$ cat src/rtl/uart_rx.sv
// uart_rx: 8N1 UART receiver with req/ack byte delivery and framing/overrun error pulses.
// Define UART_RX_PARITY_EN for 8E1 frames with a parity check and rxperr pulse.
module uart_rx #(
    parameter int SYSHZ = 100_000_000,
    parameter int BAUD  = 9600
) (
    input  logic       clk,
    input  logic       rst,
    input  logic       rx,
    output logic       rxreq,
    input  logic       rxack,
    output logic [7:0] rxdata,
    output logic       rxferr,
    output logic       rxovr,
    output logic       rxperr
);
    localparam int INT = SYSHZ / BAUD;
`ifdef UART_RX_PARITY_EN
    typedef enum logic [2:0] {IDLE, START, DATA, PARITY, STOP, WAITHI} state_t;
    logic nperr;
`else
    typedef enum logic [2:0] {IDLE, START, DATA, STOP, WAITHI} state_t;
`endif
    state_t state, nstate;
    logic s1, rx_s, sample;
    logic [31:0] timer, ntimer;
    logic [2:0] bitcnt, nbitcnt;
    logic [7:0] shreg, nshreg, nrxdata;
    logic nrxreq, nferr, novr;
    always_ff @(posedge clk or posedge rst) begin
        if (rst) begin
            s1     <= 1'b1;
            rx_s   <= 1'b1;
            state  <= IDLE;
            timer  <= '0;
            bitcnt <= '0;
            shreg  <= '0;
            rxreq  <= 1'b0;
            rxdata <= '0;
            rxferr <= 1'b0;
            rxovr  <= 1'b0;
        end else begin
            s1     <= rx;
            rx_s   <= s1;
            state  <= nstate;
            timer  <= ntimer;
            bitcnt <= nbitcnt;
            shreg  <= nshreg;
            rxreq  <= nrxreq;
            rxdata <= nrxdata;
            rxferr <= nferr;
            rxovr  <= novr;
        end
    end
`ifdef UART_RX_PARITY_EN
    always_ff @(posedge clk or posedge rst) begin
        if (rst) rxperr <= 1'b0;
        else     rxperr <= nperr;
    end
`else
    assign rxperr = 1'b0;
`endif
    // A pending ack always clears rxreq, so a byte finishing on the same edge counts as overrun.
    always_comb begin
        sample  = timer == 32'd0;
        nstate  = state;
        ntimer  = sample ? 32'(INT - 1) : timer - 32'd1;
        nbitcnt = bitcnt;
        nshreg  = shreg;
        nrxreq  = rxreq & ~rxack;
        nrxdata = rxdata;
        nferr   = 1'b0;
        novr    = 1'b0;
`ifdef UART_RX_PARITY_EN
        nperr   = 1'b0;
`endif
        case (state)
            IDLE: if (!rx_s) begin
                nstate = START;
                ntimer = 32'(INT / 2 - 1);
            end
            START: if (sample) begin
                nstate  = rx_s ? IDLE : DATA;
                nbitcnt = 3'd0;
            end
            DATA: if (sample) begin
                nshreg  = {rx_s, shreg[7:1]};
                nbitcnt = bitcnt + 3'd1;
`ifdef UART_RX_PARITY_EN
                if (bitcnt == 3'd7) nstate = PARITY;
`else
                if (bitcnt == 3'd7) nstate = STOP;
`endif
            end
`ifdef UART_RX_PARITY_EN
            PARITY: if (sample) begin
                nperr  = ^{shreg, rx_s};
                nstate = nperr ? IDLE : STOP;
            end
`endif
            STOP: if (sample) begin
                nstate = rx_s ? IDLE : WAITHI;
                nferr  = !rx_s;
                novr   = rx_s && rxreq;
                if (rx_s && !rxreq) begin
                    nrxdata = shreg;
                    nrxreq  = 1'b1;
                end
            end
            WAITHI: if (rx_s) nstate = IDLE;
            default: nstate = IDLE;
        endcase
    end
endmodule

$ cat config.mk
export PLATFORM = sky130hd
export DESIGN_NAME = uart_rx
export DESIGN_NICKNAME = d
export VERILOG_FILES = /design/src/rtl/uart_rx.sv
export SDC_FILE = /design/constraint.sdc
export NUM_CORES = 1
export LEC_CHECK = 0
export ABC_AREA = 1
export BUFFER_PORTS_ARGS = -buffer_cell sky130_fd_sc_hd__buf_2
export CAP_MARGIN = 20
export CORE_MARGIN = 8
export CORE_UTILIZATION = 40
export CTS_CLUSTER_SIZE = 30
export DETAILED_ROUTE_END_ITERATION = 7
export SLEW_MARGIN = 20
export SYNTH_ARGS = -nofsm -noshare
export SYNTH_HDL_FRONTEND = slang
export SYNTH_SLANG_ARGS = --single-unit
$ cat constraint.sdc
create_clock -name clk -period 1.71 [get_ports clk]
set_input_delay 0.342 -clock clk [delete_from_list [all_inputs] [get_ports clk]]
set_output_delay 0.342 -clock clk [all_outputs]
set_load 0.02 [all_outputs]
# ---- After elaboration in Yosys (flattened, before gate mapping)
# Cells that the tools add are included.
# W data, S select, Z words.
dict set report word_totals {
  mem_bits_ro 0
  n_memories 0
  input_bits 4
  mem_bits_rw 0
  out_inout_bits 12
  wordCells 58
  ff_bits 59
  latch_bits 0
}
dict set report classes {
  div 0
  order_cmp 0
  n_bitwise 2
  n_eq_ne 11
  n_reduce_logical 11
  n_addsub 2
  n_mux 22
  n_shift 0
  n_mul 0
}
# cell n
set ops {}
lappend ops {{$mux W32} 3}
lappend ops {{$logic_not A32 Y1} 1}
lappend ops {{$sub A32 B1 Y32 const B} 1}
lappend ops {{$mux W3} 9}
lappend ops {{$pmux W3 S5} 1}
lappend ops {{$ne A2 B2 Y1 const B} 6}
lappend ops {{$mux W1} 7}
lappend ops {{$eq A3 B2 Y1 const B} 2}
lappend ops {{$eq A3 B3 Y1 const B} 2}
lappend ops {{$pmux W3 S2} 1}
lappend ops {{$reduce_and A3 Y1} 2}
lappend ops {{$reduce_and A6 Y1} 1}
lappend ops {{$add A3 B1 Y3 const B} 1}
lappend ops {{$eq A3 B1 Y1 const B} 1}
lappend ops {{$logic_not A3 Y1} 1}
lappend ops {{$logic_and A1 B1 Y1} 2}
lappend ops {{$logic_not A1 Y1} 2}
lappend ops {{$mux W2} 1}
lappend ops {{$reduce_and A2 Y1} 1}
lappend ops {{$reduce_bool A2 Y1} 1}
lappend ops {{$and A1 B1 Y1} 1}
lappend ops {{$not A1 Y1} 1}

# ---- Longest topological paths before layout
# Gate-level depths: netlist (run 1).
dict set report logic_depth {
  depth_word 5
  ltp_mapped 10
  ltp_nobuf 10
}

# ---- Worst setup path after synthesis (run 1)
# No wires, ideal clock.
dict set report synth_path {
  path_kind {register to register}
  startpoint {reg timer[0]}
  endpoint {reg timer[30]}
  setup_ns 0.122
  synth_period_minus_slack_ns 1.606
  arrival_time_ns 1.484
  path_buffers 1
  required_ns 1.588
  path_slack_ns 0.104
  path_stages_with_launch 11
  cell_sequence {dfrtp_1 inv_1 ha_1 nand2_1 nor2_4 nand4_4 nand2_1 inv_2 buf_6 nand2_1 nor2_1}
}
dict set report synth_between {
  elab_chain_cells 4
  elab_cells_between_ends 5
  cone_classes {add/sub (1); mux (3); reduce/logical (1)}
}
# element line_no
set synth_lines {}
lappend synth_lines {{start: declaration} 26} ;# logic [31:0] timer, ntimer;
lappend synth_lines {{start signal: assignment} 46} ;# timer <= ntimer;
lappend synth_lines {{$sub A32 B1 Y32 or $logic_not A32 Y1 (tied branches)} {67, 65}}
lappend synth_lines {{$mux W32 *} 67} ;# ntimer = sample ? 32'(INT - 1) : timer - 32'd1;
lappend synth_lines {{$mux W32} 78} ;# IDLE: if (!rx_s) begin
lappend synth_lines {{$mux W32 *} 77} ;# case (state)
lappend synth_lines {{net ntimer[30]} 26}
# The timed path passes the listed nets; every way through them passes the cells marked *.
# A chain may end at the register's enable or synchronous reset.

# ---- Worst setup path after layout (run 1)
dict set report layout_path {
  startpoint {reg timer[0]}
  endpoint {reg timer[8]}
}
# Same word-level chain as after synthesis.

==> run metrics, run 1 <==
Max Clk Rate between 600 and 700 MHz; FP Rows 31; Starting Density 0.4119; synth warn 0; max_cap viols 0; async set-or-reset flop fraction in the synthesized netlist 1.000; most frequent cell after synthesis nand2_1; total design power around 2.7 mW; CTS tree done; worst hold path stage count 1; post-synth top area share 0.4774; Yosys reg bits roughly 60; Synth area leader dfrtp_1; RD Place Congestion roughly 0.84; CTS Buffer Depth 2; # DRC 0; Critical Path AT roughly 1.9 ns; antenna cells 0; Pleak 1.965 nW; root buffer cell clkbuf_8; synthesized area per cell around 8 um2; Total Routing Usage GR 0.1439; Crit. path cell count 8; Worst Hold Class primary input to flop; vias in the first global route approximately 2700; Hold Startpoint rx; clock-pin slew on the worst setup and hold paths ~0.070 ns; synthesized area 2988 um2; max-slew violation count 0; Final Skew a little under 0.009 ns; Cell Chain, Critical Path inv_1, ha_4, nand2_2, nor2_4, buf_4, inv_1, or2_2, a21oi_2; DRT iter0 DRCs 93; routed vias/inst ~4.7; period utilization 0.9373; worst reg-to-reg path cell count 8; nets ~450; Cells after Synth between 300 and 400; first-pass GRT wire length between 10 and 15 mm; hpwl dp 5.113 mm; status finished, final reports clean; synth cell count leaders 108 x nand2_1, 78 x nor2_1, 57 x dfrtp_1, 29 x inv_1, 23 x nand3_1; Worst-Skew Late Latency between 0.3 and 0.4 ns; Routed WL about 7 mm; PwrDens roughly 740 nW/um2; wire per inst 12.73 um; CP max-delay cell dfrtp_1; Worst path top cell family by delay simple AND/OR/NAND/NOR gates; final setup fails 0; Final Hold Fails 0; grt ovf 0; pre-CTS WS -0.01306 ns; H-tree Lvls 3; final worst path period need 1.603 ns; CP Launch Point timer[0]; CTS Sinks a little under 60; count of buffers from port buffering 14; Synth area leaders dfrtp_1 48%, nand2_1 14%, nor2_1 9.8%; placed cell area 3421 um2; die area about 10000 um2; crit-path max FO 4; Final ANT Viol Nets 0; layout cell share with drive strength beyond 1 0.2252; syn_nets 390; Chip Width approximately 100 um; Req. time, crit path between 1.5 and 2 ns; Worst setup EP type flop; drt pass-1 iters 4; Setup crit start kind flop; peak supply drop roughly 0.57 mV; Area Overhead vs Synth 24.71%; worst setup margin approximately 0.11 ns; Yosys cell types 29; Die H between 100 and 150 um; critical path class flop to flop; largest net degree at the start of global routing 45; Post-synth EDFFs 0; IO Count 16; commonest register cell after synthesis dfrtp_1; Top cell by count, worst path inv_1; routed via count ~2600; Buf/Inv on CP 3; TritonCTS buffer count 9; post-synthesis sequential area ratio 0.4950; unrepaired setup endpoints after global routing true; final instance area ~3700 um2; core footprint a little over 7000 um2; reg2reg start timer[0]; CP max stage delay between 0.3 and 0.4 ns; antenna violations before repair 0
## layout make-up
cell class	instances	area [um2]
Multi-Input combinational cell	286	1409
Clock buffer	12	155.1
Tap cell	99	123.9
Inverter	31	122.6
Fill cell	725	3527
Clock inverter	4	50.05
Sequential cell	59	1479
Timing Repair Buffer	52	386.6
## state kept, by name, indices dropped and copies added, names as in the netlist
signal	count
bitcnt	3
rxreq	1
state	3
rxferr	1
rxovr	1
rx_s	1
shreg	8
s1	1
rxdata	8
timer	32
## path summary, 6_finish.rpt
kind	endpoint	slack, ns
setup / recovery	timer[8]	0.11
hold / removal	s1	0.09
setup reg to reg	timer[8]	0.11
hold reg to reg	rx_s	0.36
max in group asynchronous	s1	0.56
min in group asynchronous	timer[3]	0.55
## kinds of logic (layout without fill, tap and decap cells)
logic type / Yosys count / count (layout) / share of synthesized area
AO/OA/AOI/OAI: 24 / 24 / 0.04229
XOR/XNOR: 16 / 16 / 0.04690
adder cells (fa/ha/maj): 3 / 3 / 0.01256
buffers and inverters: 38 / 99 / 0.05402
flip-flops: 59 / 59 / 0.4950
other: 1 / 1 / 0.001255
AND/OR/NAND/NOR: 242 / 242 / 0.3480
## worst register-to-register path: cells and delay by family, from the launching register on
kind                     cells  cell delay, ns
adder cells (fa/ha/maj)      1            0.17
buffers and inverters        3            0.33
flip-flops                   1            0.38
AO/OA/AOI/OAI                1            0.13
AND/OR/NAND/NOR              3            0.51
## what timing repair did
action / 4_1_cts / 5_1_grt
gates resized for setup: 1 / 19
buffers inserted: 0 / 3
hold endpoints to repair: 9 / 0
hold buffers: 1 / 0
setup endpoints to repair: 12 / 46
pin swaps: 0 / 4
## per-layer routing
metal	vias up	GRT usage	share of wire
met5	-	0	0
met4	0	0.05530	0.0080
met3	9	0.03678	0.039
met2	39	0.2458	0.50
met1	1205	0.1687	0.46
li1	1320	-	-
## cells in the final DEF, fill, tap and decap left out, types with 2 or more instances in the layout
master and instances:
o21ai_1 9, clkbuf_8 11, ha_1 2, buf_2 14
buf_4 34, nor3_1 9, clkinvlp_4 3, xnor2_1 11
nor2_4 3, inv_1 28, nand3b_1 2, dfrtp_1 57
o21ai_0 6, nand2_2 2, dfstp_2 2, a21oi_1 5
nand2_1 106, nor2_2 15, nand2_4 2, buf_12 2
or2_2 2, a31oi_1 2, xor2_1 5, nor2_1 68
nand3_1 23, nand4_1 8
## power by group
part | switching, mW | internal (mW)
sequential | 0.00280 | 1.40
combinational | 0.0332 | 0.00977
clock | 0.554 | 0.750
## through the flow
| step | hold slack, ns | instances | TNS [ns] | util |
|---|---|---|---|---|
| 3_3_place_gp | 0.3455 | 523 | 0 | 0.4716 |
| 4_1_cts | 0.08023 | 540 | 0 | 0.5016 |
| 2_1_floorplan | 0.3452 | 383 | 0 | - |
| 6_report | 0.09402 | 543 | 0 | 0.5137 |
| 3_5_place_dp | 0.3479 | 523 | -0.05320 | 0.4716 |
| 5_1_grt | 0.07726 | 543 | -0.03109 | 0.5137 |
Power figures use the tool's default switching activity.
==> run 2: changes to the inputs <==
--- a/config.mk
+++ b/config.mk
@@ -6,10 +6,10 @@
 export NUM_CORES = 1
 export LEC_CHECK = 0
 export ABC_AREA = 1
-export BUFFER_PORTS_ARGS = -buffer_cell sky130_fd_sc_hd__buf_2
-export CAP_MARGIN = 20
+export BUFFER_PORTS_ARGS = -buffer_cell sky130_fd_sc_hd__clkbuf_2
+export CAP_MARGIN = 25
 export CORE_MARGIN = 8
-export CORE_UTILIZATION = 40
+export CORE_UTILIZATION = 45
 export CTS_CLUSTER_SIZE = 30
 export DETAILED_ROUTE_END_ITERATION = 7
 export SLEW_MARGIN = 20
==> run metrics, run 2 (synthesis results as in run 1) <==
status finished, final reports clean; Worst setup EP type flop; root buffer cell clkbuf_8; Req. time, crit path 1.94 ns (-0.03 ns); GR Util met2 0.2488 (+0.003082); IO Count 16 (unchanged); Final Skew 0.007489 ns (-0.001291 ns); H-tree Lvls 3 (unchanged); max-slew violation count 0 (unchanged); total design power 2.858 mW (+3.9%); grt ovf 0 (unchanged); nets 444 (-0.45%); Logic pwr share 0.015 (about the same); Reg power frac 0.491 (-0.019); Final ANT Viol Nets 0 (unchanged); Worst Hold Class primary input to flop; worst setup margin 0.1329 ns (+0.02567 ns); final instance area 3697 um2 (-0.77%); drt pass-1 iters 4 (unchanged); max_cap viols 0 (unchanged); tightest hold margin 0.08172 ns (-0.01230 ns); Setup crit start kind flop; reg2reg start timer[8]; first-pass GRT wire length 12.05 mm (+1.6%); CTS Buffer Depth 2 (unchanged); critical path class flop to flop; clock-pin slew on the worst setup and hold paths 0.07 ns (about the same); most frequent cells in the layout 106 x nand2_1, 69 x nor2_1, 57 x dfrtp_1; core footprint 6386 um2 (-12%); GRT Max-Usage Layer met2; pre-CTS WS -0.02320 ns (-0.01014 ns); Clock Power Share 0.494 (+0.020); period utilization 0.9223 (-0.01501); Max Clk Rate 634.1 MHz (+1.6%); wire per inst 13.09 um (+2.9%); Routed WL 6.795 mm (-1.7%); Starting Density 0.4679 (+0.05593); Total Routing Usage GR 0.1541 (+0.01016); Area Overhead vs Synth 23.74%; Psw 0.6334 mW (+7.4%); routed vias/inst 4.961 (+4.7%); met1 Usage GRT 0.1882 (+0.01947); count of buffers from port buffering 14 (unchanged); antenna cells 0 (unchanged); PwrDens 773.0 nW/um2 (+4.7%); # DRC 0 (unchanged); layout cell share with drive strength beyond 1 0.2195 (-0.005768); CTS Sinks 59 (unchanged); routed via count 2575 (+0.078%); final worst path period need 1.577 ns (-0.02567 ns); crit-path max FO 7 (+3); largest net degree at the start of global routing 33 (-27%); die area 9503 um2 (-9.4%); max reg flops 32 (unchanged); hpwl dp 4.899 mm (-4.2%); placed cell area 3371 um2 (-1.5%); Pleak 1.952 nW (-0.66%); routing usage on met3 0.04836 (+0.01158); Hold Startpoint rx; commonest non-fill, non-tap cell in the layout nand2_1; Chip Width 97.49 um (-4.8%); final setup fails 0 (unchanged); FP Rows 29 (-6.5%); unrepaired setup endpoints after global routing true; Final Hold Fails 0 (unchanged); RD Place Congestion 0.8932 (+5.8%); Die H 97.49 um (-4.8%); TritonCTS buffer count 9 (unchanged); DRT iter0 DRCs 136 (+46%); peak supply drop 0.5307 mV (-6.1%); Internal Pwr Total 2.224 mW (+3.0%); Worst-Skew Late Latency 0.34 ns (about the same); CP Launch Point timer[8]; Critical Path AT 1.80 ns (-0.06 ns); vias in the first global route 2581 (-3.1%); CTS tree done; fillcell total 600 (-17%); Most flops, register timer; switching part of the total 0.2216 (+0.007111); antenna violations before repair 0 (unchanged); Top Registers timer x32, rxdata x8, shreg x8
run 2: cell count changes in the layout (fill, tap and decap cells not counted), moves of 2 or more:
cell	previous run	this run
clkbuf_2	0	14
buf_2	14	1
nor2_2	15	10
buf_4	34	30
nor2_4	3	7
clkbuf_8	11	9
inv_2	1	3
run 2: through the flow:
step | util | cells | TNS, ns
detailed placement | 0.5278 | 498 | -0.02320
global route | 0.5790 | 519 | -0.007869
finish | 0.5790 | 519 | 0
global placement | 0.5278 | 498 | 0
CTS | 0.5645 | 516 | 0
floorplan | - | 383 | 0
run 2: path summary, 6_finish.rpt:
kind / depth (start not counted) / end / slack [ns]
hold reg to reg: 0 / rx_s / 0.36
min in group asynchronous: 3 / rxdata[7] / 0.53
hold / removal: 1 / s1 / 0.08
setup reg to reg: 7 / shreg[6] / 0.13
setup / recovery: 7 / shreg[6] / 0.13
max in group asynchronous: 4 / shreg[1] / 0.71
run 2: routing by layer:
metal | wire, um | vias to the layer above | share of wire
met5 | 0 | - | 0
li1 | - | 1310 | -
met4 | 125 | 0 | 0.018
met2 | 3212 | 41 | 0.47
met3 | 251 | 13 | 0.037
met1 | 3204 | 1211 | 0.47
run 2: layout make-up:
type                       instances  area, um2  share of cell area
clock buffer                       9      123.9             0.03350
clock inverter                     7      92.59             0.02504
inverter                          31      120.1             0.03249
multi-input combinational        286       1413              0.3821
sequential                        59       1479              0.4000
tap                               77      96.34             0.02606
timing repair buffer              50      372.9              0.1008
run 2: what timing repair did:
action / CTS / global route
gates cloned: 0 / 1
setup endpoints to repair: 4 / 50
hold buffers: 1 / 0
gates resized for setup: 0 / 21
hold endpoints to repair: 13 / 0
pin swaps: 0 / 7
buffers inserted: 1 / 2
run 2: power groups by stage:
stage                     Clock [mW]  Combinational (mW)  Sequential (mW)
after global placement             0              0.0443             1.43
final                           1.41              0.0436             1.40
after CTS                       1.45              0.0462             1.40
after global routing            1.51              0.0525             1.40
after floorplan                    0              0.0289             1.43
after detailed placement           0              0.0441             1.43
run 2: worst max-delay path: stages (launching register included):
cell     delay (ns)
dfrtp_1        0.43
nor2_4         0.15
nand2_1        0.10
nor2_4         0.17
nand4_4        0.20
buf_6          0.19
o21ai_1        0.14
nand2_1        0.08
